## src/rtl/nr_alu_mul_seq.sv

```systemverilog
// nr_alu_mul_seq -- sequential 8x8 unsigned shift-add multiplier that drives
// one shared combinational nR_ALU, one ALU operation per cycle.
//
// Ports
//   clk, rst          clock, asynchronous active-high reset
//   start             request a multiply (sampled only in IDLE)
//   op_a, op_b        multiplicand / multiplier, unsigned 8 bit
//   busy              high in every state except IDLE
//   done              one-cycle pulse when result/ovf are valid
//   result            low 8 bits of op_a*op_b, held until next accepted start
//   ovf               product did not fit in 8 bits (sticky per operation)
//   alu_in0, alu_in1  operands driven to the nR_ALU
//   alu_op            nR_ALU opcode (0000 add, 0111 shl, 1000 shr, 0011 idle)
//   alu_out, alu_ovf  nR_ALU result and overflow flags
//
// Configuration
//   NR_MUL_EARLY_EXIT_EN  when defined, the loop stops as soon as the
//                         remaining multiplier is zero, and op_b==0 goes
//                         straight to DONE. Default: always 8 iterations.

module nr_alu_mul_seq (
    input  logic       clk,
    input  logic       rst,
    input  logic       start,
    input  logic [7:0] op_a,
    input  logic [7:0] op_b,
    output logic       busy,
    output logic       done,
    output logic [7:0] result,
    output logic       ovf,
    output logic [7:0] alu_in0,
    output logic [7:0] alu_in1,
    output logic [3:0] alu_op,
    input  logic [7:0] alu_out,
    input  logic [1:0] alu_ovf
);

    localparam logic [3:0] OP_ADD  = 4'b0000;
    localparam logic [3:0] OP_SHL  = 4'b0111;
    localparam logic [3:0] OP_SHR  = 4'b1000;
    localparam logic [3:0] OP_IDLE = 4'b0011;

    typedef enum logic [2:0] {
        ST_IDLE,
        ST_ADD,
        ST_SHL,
        ST_SHR,
        ST_DONE
    } state_t;

    state_t     state_q, state_d;
    logic [7:0] acc_q, acc_d;
    logic [7:0] mcand_q, mcand_d;
    logic [7:0] mplier_q, mplier_d;
    logic [2:0] cnt_q, cnt_d;
    logic [7:0] result_q, result_d;
    logic       ovf_q, ovf_d;
    logic       last_iter;

    always_ff @(posedge clk or posedge rst) begin
        if (rst) begin
            state_q  <= ST_IDLE;
            acc_q    <= '0;
            mcand_q  <= '0;
            mplier_q <= '0;
            cnt_q    <= '0;
            result_q <= '0;
            ovf_q    <= 1'b0;
        end else begin
            state_q  <= state_d;
            acc_q    <= acc_d;
            mcand_q  <= mcand_d;
            mplier_q <= mplier_d;
            cnt_q    <= cnt_d;
            result_q <= result_d;
            ovf_q    <= ovf_d;
        end
    end

    // Loop exit is evaluated in SHR, where alu_out is the shifted multiplier.
`ifdef NR_MUL_EARLY_EXIT_EN
    assign last_iter = (cnt_q == 3'd7) || (alu_out == 8'd0);
`else
    assign last_iter = (cnt_q == 3'd7);
`endif

    always_comb begin
        state_d  = state_q;
        acc_d    = acc_q;
        mcand_d  = mcand_q;
        mplier_d = mplier_q;
        cnt_d    = cnt_q;
        result_d = result_q;
        ovf_d    = ovf_q;
        alu_in0  = 8'd0;
        alu_in1  = 8'd0;
        alu_op   = OP_IDLE;

        case (state_q)
            ST_IDLE: begin
                if (start) begin
                    acc_d    = 8'd0;
                    mcand_d  = op_a;
                    mplier_d = op_b;
                    cnt_d    = 3'd0;
                    ovf_d    = 1'b0;
`ifdef NR_MUL_EARLY_EXIT_EN
                    if (op_b == 8'd0) begin
                        state_d  = ST_DONE;
                        result_d = 8'd0;
                    end else begin
                        state_d = op_b[0] ? ST_ADD : ST_SHL;
                    end
`else
                    state_d = op_b[0] ? ST_ADD : ST_SHL;
`endif
                end
            end
            ST_ADD: begin
                alu_in0 = acc_q;
                alu_in1 = mcand_q;
                alu_op  = OP_ADD;
                acc_d   = alu_out;
                if (alu_ovf != 2'b00) ovf_d = 1'b1;
                state_d = ST_SHL;
            end
            ST_SHL: begin
                alu_in0 = mcand_q;
                alu_in1 = 8'd1;
                alu_op  = OP_SHL;
                mcand_d = alu_out;
                // The bit shifted out of mcand would still be multiplied by a
                // pending multiplier bit, so the product cannot fit in 8 bits.
                if (mcand_q[7] && (mplier_q[7:1] != 7'd0)) ovf_d = 1'b1;
                state_d = ST_SHR;
            end
            ST_SHR: begin
                alu_in0  = mplier_q;
                alu_in1  = 8'd1;
                alu_op   = OP_SHR;
                mplier_d = alu_out;
                cnt_d    = cnt_q + 3'd1;
                if (last_iter) begin
                    state_d  = ST_DONE;
                    result_d = acc_q;
                end else begin
                    state_d = alu_out[0] ? ST_ADD : ST_SHL;
                end
            end
            ST_DONE: begin
                state_d = ST_IDLE;
            end
            default: begin
                state_d = ST_IDLE;
            end
        endcase
    end

    assign busy   = (state_q != ST_IDLE);
    assign done   = (state_q == ST_DONE);
    assign result = result_q;
    assign ovf    = ovf_q;

endmodule
```

## config.mk

```make
export PLATFORM = sky130hd
export DESIGN_NAME = nr_alu_mul_seq
export DESIGN_NICKNAME = d
export VERILOG_FILES = /design/src/rtl/nr_alu_mul_seq.sv
export SDC_FILE = /design/constraint.sdc
export NUM_CORES = 1
export LEC_CHECK = 0
export ABC_AREA = 1
export BUFFER_PORTS_ARGS = -buffer_cell sky130_fd_sc_hd__buf_2
export CAP_MARGIN = 0
export CORE_MARGIN = 1.5
export CORE_UTILIZATION = 45
export CTS_BUF_LIST = sky130_fd_sc_hd__clkbuf_4
export CTS_CLUSTER_DIAMETER = 60
export DETAILED_ROUTE_END_ITERATION = 10
export HOLD_SLACK_MARGIN = 0.06
export PLACE_DENSITY = 0.82
export SLEW_MARGIN = 15
export SYNTH_ARGS = -nofsm -noshare
export SYNTH_HDL_FRONTEND = slang
export SYNTH_SLANG_ARGS = --single-unit
```

## constraint.sdc

```tcl
create_clock -name clk -period 1.2 [get_ports clk]
set_input_delay 0.12 -clock clk [delete_from_list [all_inputs] [get_ports clk]]
set_output_delay 0.12 -clock clk [all_outputs]
set_load 0.005 [all_outputs]
```

### Word-level counts from Yosys, hierarchy flattened

Index checks and enable logic that the tools add are counted.

| cells by class | value |
|---|---|
| equality and inequality tests | 8 |
| add/subtract/negate cells | 1 |
| reductions and logical operators | 15 |
| muxes and demuxes | 20 |

Operators with widths:

| kind | number |
|---|---|
| $pmux W8 S2 | 4 |
| $mux W8 | 3 |
| $pmux W8 S3 | 1 |
| $pmux W3 S4 | 1 |
| $pmux W4 S3 | 1 |
| $mux W3 | 3 |
| $reduce_and A2 Y1 | 4 |
| $reduce_bool A2 Y1 | 4 |
| $reduce_bool A7 Y1 | 1 |
| $eq A3 B2 Y1 const B | 2 |
| $eq A3 B3 Y1 const B | 2 |
| $ne A2 B2 Y1 const B | 3 |
| $pmux W3 S2 | 1 |
| $reduce_bool A3 Y1 | 2 |
| $mux W2 | 2 |
| $reduce_and A4 Y1 | 1 |
| $add A3 B1 Y3 const B | 1 |
| $eq A3 B1 Y1 const B | 1 |
| $logic_not A3 Y1 | 1 |
| $mux W1 | 3 |
| $pmux W1 S3 | 1 |
| $reduce_or A2 Y1 | 1 |
| $logic_and A1 B1 Y1 | 1 |

| storage, ports and cells | value |
|---|---|
| flip-flop bits (word level) | 39 |
| logic and storage cells | 51 |
| output and inout port bits | 31 |
| input port bits | 29 |

### Logic depth before layout (Yosys ltp)

| depth | value |
|---|---|
| depth after elaboration | 4 |
| mapped depth | 8 |

### Least setup slack after synthesis

OpenSTA, ideal clock, no wires.

| timing | value |
|---|---|
| path kind | register to register |
| start point | register state_q[2] |
| end point | register mcand_q[7] |
| slack | -0.041 ns |
| stages on the path, launching flop included | 8 |
| arrival | 1.114 ns |
| required time | 1.073 ns |
| buffers on the path | 1 |
| cells stage by stage | dfrtp_1 -> inv_2 -> nand3_2 -> inv_2 -> buf_4 -> nand2_1 -> o211ai_1 -> o21ai_1 |

| between the ends | value |
|---|---|
| cells in the longest elaborated chain, start to end | 3 |
| elaborated cells between the ends (all ways) | 6 |
| those cells by class | eq/ne: 2; mux: 1; reduce/logical: 3 |

Ends and longest elaborated chain:

| item | RTL line | text |
|---|---|---|
| start, declared | 51 | `state_t state_q, state_d;` |
| start signal, assigned | 70 | `state_q <= state_d;` |
| $eq A3 B2 Y1 or $logic_not A3 Y1 (tied branches) | 99 | `case (state_q)` |
| $reduce_bool A2 Y1 (no line) or $ne A2 B2 Y1 (tied branches) | -- |  |
| $reduce_and A2 Y1 (no line) | -- |  |
| end signal, assigned | 72 | `mcand_q <= mcand_d;` |
| end, declared | 53 | `logic [7:0] mcand_q, mcand_d;` |

Several ways; a longest one is shown, not always the timed one.
A chain may end at the register's enable or synchronous reset.

### Worst setup path after layout

| timing | value |
|---|---|
| start point | register state_q[0] |
| end point | output port alu_in0[5] |

| between the ends | value |
|---|---|
| cells in the longest elaborated chain, start to end | 2 |
| elaborated cells between the ends (all ways) | 4 |
| those cells by class | eq/ne: 3; mux: 1 |

Ends and longest elaborated chain:

| item | RTL line | text |
|---|---|---|
| $eq A3 B2 Y1 or $eq A3 B1 Y1 (tied branches) | 99 |  |
| $pmux W8 S3 (*) | 99 |  |
| end, declared | 31 | `output logic [7:0] alu_in0,` |

Mark *: on every way between the ends. The rest lies on a longest branch, timed or not.

==> results_tabular.tex <==
\begin{tabular}{lr}
\hline
Metric & Value \\
\hline
\multicolumn{2}{l}{\textbf{Status}} \\
Outcome & finished with violations \\
Failing checks & setup timing \\
\multicolumn{2}{l}{\textbf{Cells and area}} \\
Sequential Area & 977.2 µm² \\
Number of nets in the final layout & around 380 \\
Antenna cells & 0 \\
Final Instance Count excl. Fillers & between 400 and 500 \\
Total area of multi-input combinational cells & $\sim$1100 µm² \\
Share of layout cells above drive strength 1 & 0.4758 \\
Count of fill cells added during filler insertion & 292 \\
Layout Area Growth over Synthesis & 63.61\% \\
\multicolumn{2}{l}{\textbf{Setup path}} \\
CP required & 1.08 ns \\
Kind of launch point of the worst setup path & flop \\
Class of the most critical setup path & reg2out \\
Crit-path cells & inv\_2, nor2\_4, nand2\_4, buf\_8, o221ai\_2, buf\_2 \\
Slack of the worst reg-to-reg path & -0.28 ns \\
Sum of buffers and inverters on the critical path & 3 \\
Worst path arrival time & between 1.5 and 2 ns \\
Max stage delay cell, worst path & dfrtp\_1 \\
Number of cell instances on the worst register-to-register path & 7 \\
Critical Path Max Stage Delay & 0.40 ns \\
Crit path capture type & primary output \\
CP Max Fanout & 6 \\
Startpoint of the most critical register-to-register path & state\_q[0]\$\_DFFE\_PP0P\_ \\
Family of cells with the greatest summed delay on the critical path & flip-flops \\
Endpoint of the most critical register-to-register path & result[0]\$\_DFFE\_PP0P\_ \\
\multicolumn{2}{l}{\textbf{Synthesis}} \\
Complex-gate fraction of the synthesized area & 0.1866 \\
Synth Area in Simple Gates & 0.1885 \\
Number of warning messages in the yosys log & 0 \\
Combinational family with the most area after synthesis & simple AND/OR/NAND/NOR gates \\
Avg Inst Size Synth & 8.317 µm² \\
Mux share of post-synthesis cell area & 0 \\
Fraction of synthesized cell area in xor and xnor cells & 0 \\
Cell area after technology mapping & roughly 2000 µm² \\
Total of flip-flops plus latches after synthesis & 39 \\
Number of nets in the synthesized netlist & 272 \\
Count of unique library cells instantiated by Yosys & 23 \\
Sequential share of the synthesized area & 0.4869 \\
Synthesized instance count & 241 \\
Adder-cell share of the synthesized area & 0.01248 \\
\multicolumn{2}{l}{\textbf{Place}} \\
Port-buffer cells & 59 \\
Routability congestion estimate & 0.8411 \\
Pre-CTS setup slack & -0.1574 ns \\
Placed cell count & $\sim$360 \\
Total half-perimeter wirelength after legalization and detailed placement & 3873 µm \\
\multicolumn{2}{l}{\textbf{Floorplanning}} \\
DIE WIDTH & about 70 µm \\
Die area & 4864 µm² \\
Overall die height & approximately 70 µm \\
Placeable core region & 4324 µm² \\
Ports placed on the boundary & 60 \\
Initial Util & 0.4635 \\
Placement Rows & 24 \\
\multicolumn{2}{l}{\textbf{Power}} \\
Net switching power & 4.058 mW \\
Internal power contribution & 5.054 mW \\
Clk network pwr share & 0.100 \\
Part of the power in registers & 0.252 \\
Leakage & 1.640 nW \\
Post-route total power & 9.111 mW \\
Areal power density over the cells & 2778 nW/µm² \\
Share of total power in combinational logic & 0.648 \\
Sw Share & 0.4453 \\
Worst IR Drop VDD & 1.478 mV \\
\multicolumn{2}{l}{\textbf{Global route}} \\
Global-route usage over all layers & 0.2875 \\
Number of antenna violations at the first check in global routing & 0 \\
Via count of the first global-routing pass & 2263 \\
Met1 Usage GRT & 0.3390 \\
GR Overflow Total & 0 \\
Most Crowded Layer GR & met2 \\
Pin count of the biggest net entering global routing & 40 \\
Met2 capacity usage during global routing & 0.5321 \\
Met3 Use GR & 0.05523 \\
Global-route wire length before repair & 10940 µm \\
\multicolumn{2}{l}{\textbf{Timing}} \\
RSZ-0062 raised after global routing & yes \\
Final Critical Period & about 1.7 ns \\
Worst Tran Pin Value & 0.3374 ns \\
Sum Neg Setup Slack & -16.15 ns \\
Final number of max-transition violations & 0 \\
Number of endpoints failing setup at the final stage & 61 \\
Upper clock frequency limit & 0.5950 GHz \\
Final worst-path cycle share & 1.401 \\
Clock skew & 0.01666 ns \\
Headroom to the max-slew limit & 0.7743 \\
Final-report hold violation count & 0 \\
Worst-case setup margin in the final layout & -0.4807 ns \\
\multicolumn{2}{l}{\textbf{Hold path}} \\
Sink of the worst hold path & acc\_q[1]\$\_DFFE\_PP0P\_ \\
Path class of the lowest-slack min-delay path & in2reg \\
Hold Crit Start & alu\_out[1] \\
Worst hold path cell count & 3 \\
\multicolumn{2}{l}{\textbf{Clock network}} \\
Clock buffers created by TritonCTS & 5 \\
Later-pin clock latency in the skew report & 0.36 ns \\
Clock sink count & 39 \\
Clock tree from TritonCTS & yes \\
Clock-pin transition on the worst setup and hold timing paths & 0.13 ns \\
Worst-case clock buffer depth & 2 \\
Clk root buf & clkbuf\_4 \\
H-tree level count & 2 \\
\multicolumn{2}{l}{\textbf{Routing}} \\
Total detailed-routing wirelength & between 7000 and 8000 µm \\
Residual DRC count & 0 \\
Number of DRC violations after detailed-routing iteration 0 & 172 \\
Drt wl/cell & around 18 µm \\
Post-route ant nets & 0 \\
DRT Pass-1 Iters & 4 \\
DR vias/cell & 5.660 \\
Via count & 2281 \\
\multicolumn{2}{l}{\textbf{Run}} \\
Max-cap violations & 0 \\
\hline
\end{tabular}
logic make-up (layout without fill, tap and decap cells):
group           after synthesis  count (layout)
simple gates                 86              87
buf+inv                      55             164
compound gates               59              59
fa+ha+maj                     2               2
flops                        39              39
metal layers:
| metal | vias to the layer above | routed length [µm] |
|---|---|---|
| met3 | 30 | 498 |
| met1 | 1120 | 2605 |
| met5 | - | 0 |
| li1 | 1006 | - |
| met2 | 125 | 3949 |
| met4 | 0 | 321 |
worst min-delay path: cells and delay by family:
| kind | cells | cell delay [ns] |
|---|---|---|
| buffers and inverters | 2 | 0.16 |
| AOI/OAI and AO/OA | 1 | 0.14 |
stage by stage:
| stage | hold slack (ns) | utilization | area (µm²) |
|---|---|---|---|
| floorplan | 0.2809 | - | 2016 |
| global placement | 0.1883 | 0.5720 | 2474 |
| detailed placement | 0.1927 | 0.5720 | 2474 |
| CTS | 0.07410 | 0.7170 | 3100 |
| global route | 0.07719 | 0.7584 | 3279 |
| finish | 0.09934 | 0.7584 | 3279 |
cell usage in the layout, fill, tap and decap left out, types with 3 or more instances in the layout:
cell type and instances:
buf_12 4, o21ai_2 4, o211ai_1 15, nand2_1 44, nand2_8 4, buf_6 17
inv_2 5, nor2_1 7, nor2_2 3, clkbuf_4 5, o22ai_1 3, inv_1 35
buf_4 13, o21ai_1 15, dlygate4sd3_1 17, o221ai_2 8, nor2_4 7, dfrtp_1 38
nor3_2 3, buf_2 57, o22ai_2 6, o21ai_0 7, nand2_2 11, nand2_4 3
synth_stat cells (all sizes together):
cell,count,area share
dfrtp,39,0.49
ha,2,0.012
o22ai,9,0.028
nand3,4,0.012
buf,10,0.041
a21oi,1,0.0025
nor3,4,0.010
nor2,17,0.037
o21ai,26,0.065
inv,44,0.082
clkbuf,1,0.0019
o211ai,15,0.056
o221ai,8,0.035
nand2,61,0.13
final cells by class:
class,instances,area share
Clock buffer,5,0.01145
Clock inverter,3,0.01335
Timing Repair Buffer,112,0.2766
Multi-Input combinational cell,148,0.3243
Inverter,44,0.05647
Tap cell,52,0.01984
Sequential cell,39,0.2980
state kept, by name (all words and copies together) (netlist names):
register,cells
result,8
state_q,3
acc_q,8
cnt_q,3
ovf,1
mplier_q,8
mcand_q,8
worst max-delay path by stage:
stage,startpoint,endpoint,slack (ns),depth (start not counted)
4_1_cts,state_q[2]$_DFFE_PP0P_,alu_in0[0],-0.40,5
6_report,state_q[0]$_DFFE_PP0P_,alu_in0[5],-0.48,6
2_1_floorplan,state_q[2]$_DFFE_PP0P_,mcand_q[7]$_DFFE_PP0P_,-0.007,7
5_1_grt,state_q[0]$_DFFE_PP0P_,alu_in0[5],-0.53,6
3_3_place_gp,state_q[2]$_DFFE_PP0P_,mplier_q[0]$_DFFE_PP0P_,-0.09,9
3_5_place_dp,state_q[2]$_DFFE_PP0P_,mplier_q[5]$_DFFE_PP0P_,-0.16,7
power groups by stage:
stage / logic (mW) / clock network (mW) / registers (mW)
final: 5.90 / 0.914 / 2.30
after global routing: 6.32 / 0.974 / 2.33
after CTS: 5.05 / 0.910 / 2.23
after detailed placement: 3.66 / 0 / 2.24
after global placement: 3.52 / 0 / 2.21
after floorplan: 2.35 / 0 / 2.19
what timing repair did:
| action | in CTS | in global routing |
|---|---|---|
| gates resized for setup | 64 | 45 |
| buffers inserted | 11 | 7 |
| endpoints found under the hold margin | 55 | 0 |
| cloned | 3 | 0 |
| hold buffers | 17 | 0 |
| pin swaps | 6 | 8 |
| setup endpoints to repair | 59 | 61 |
Note: power is estimated with default switching activity, not from simulation.
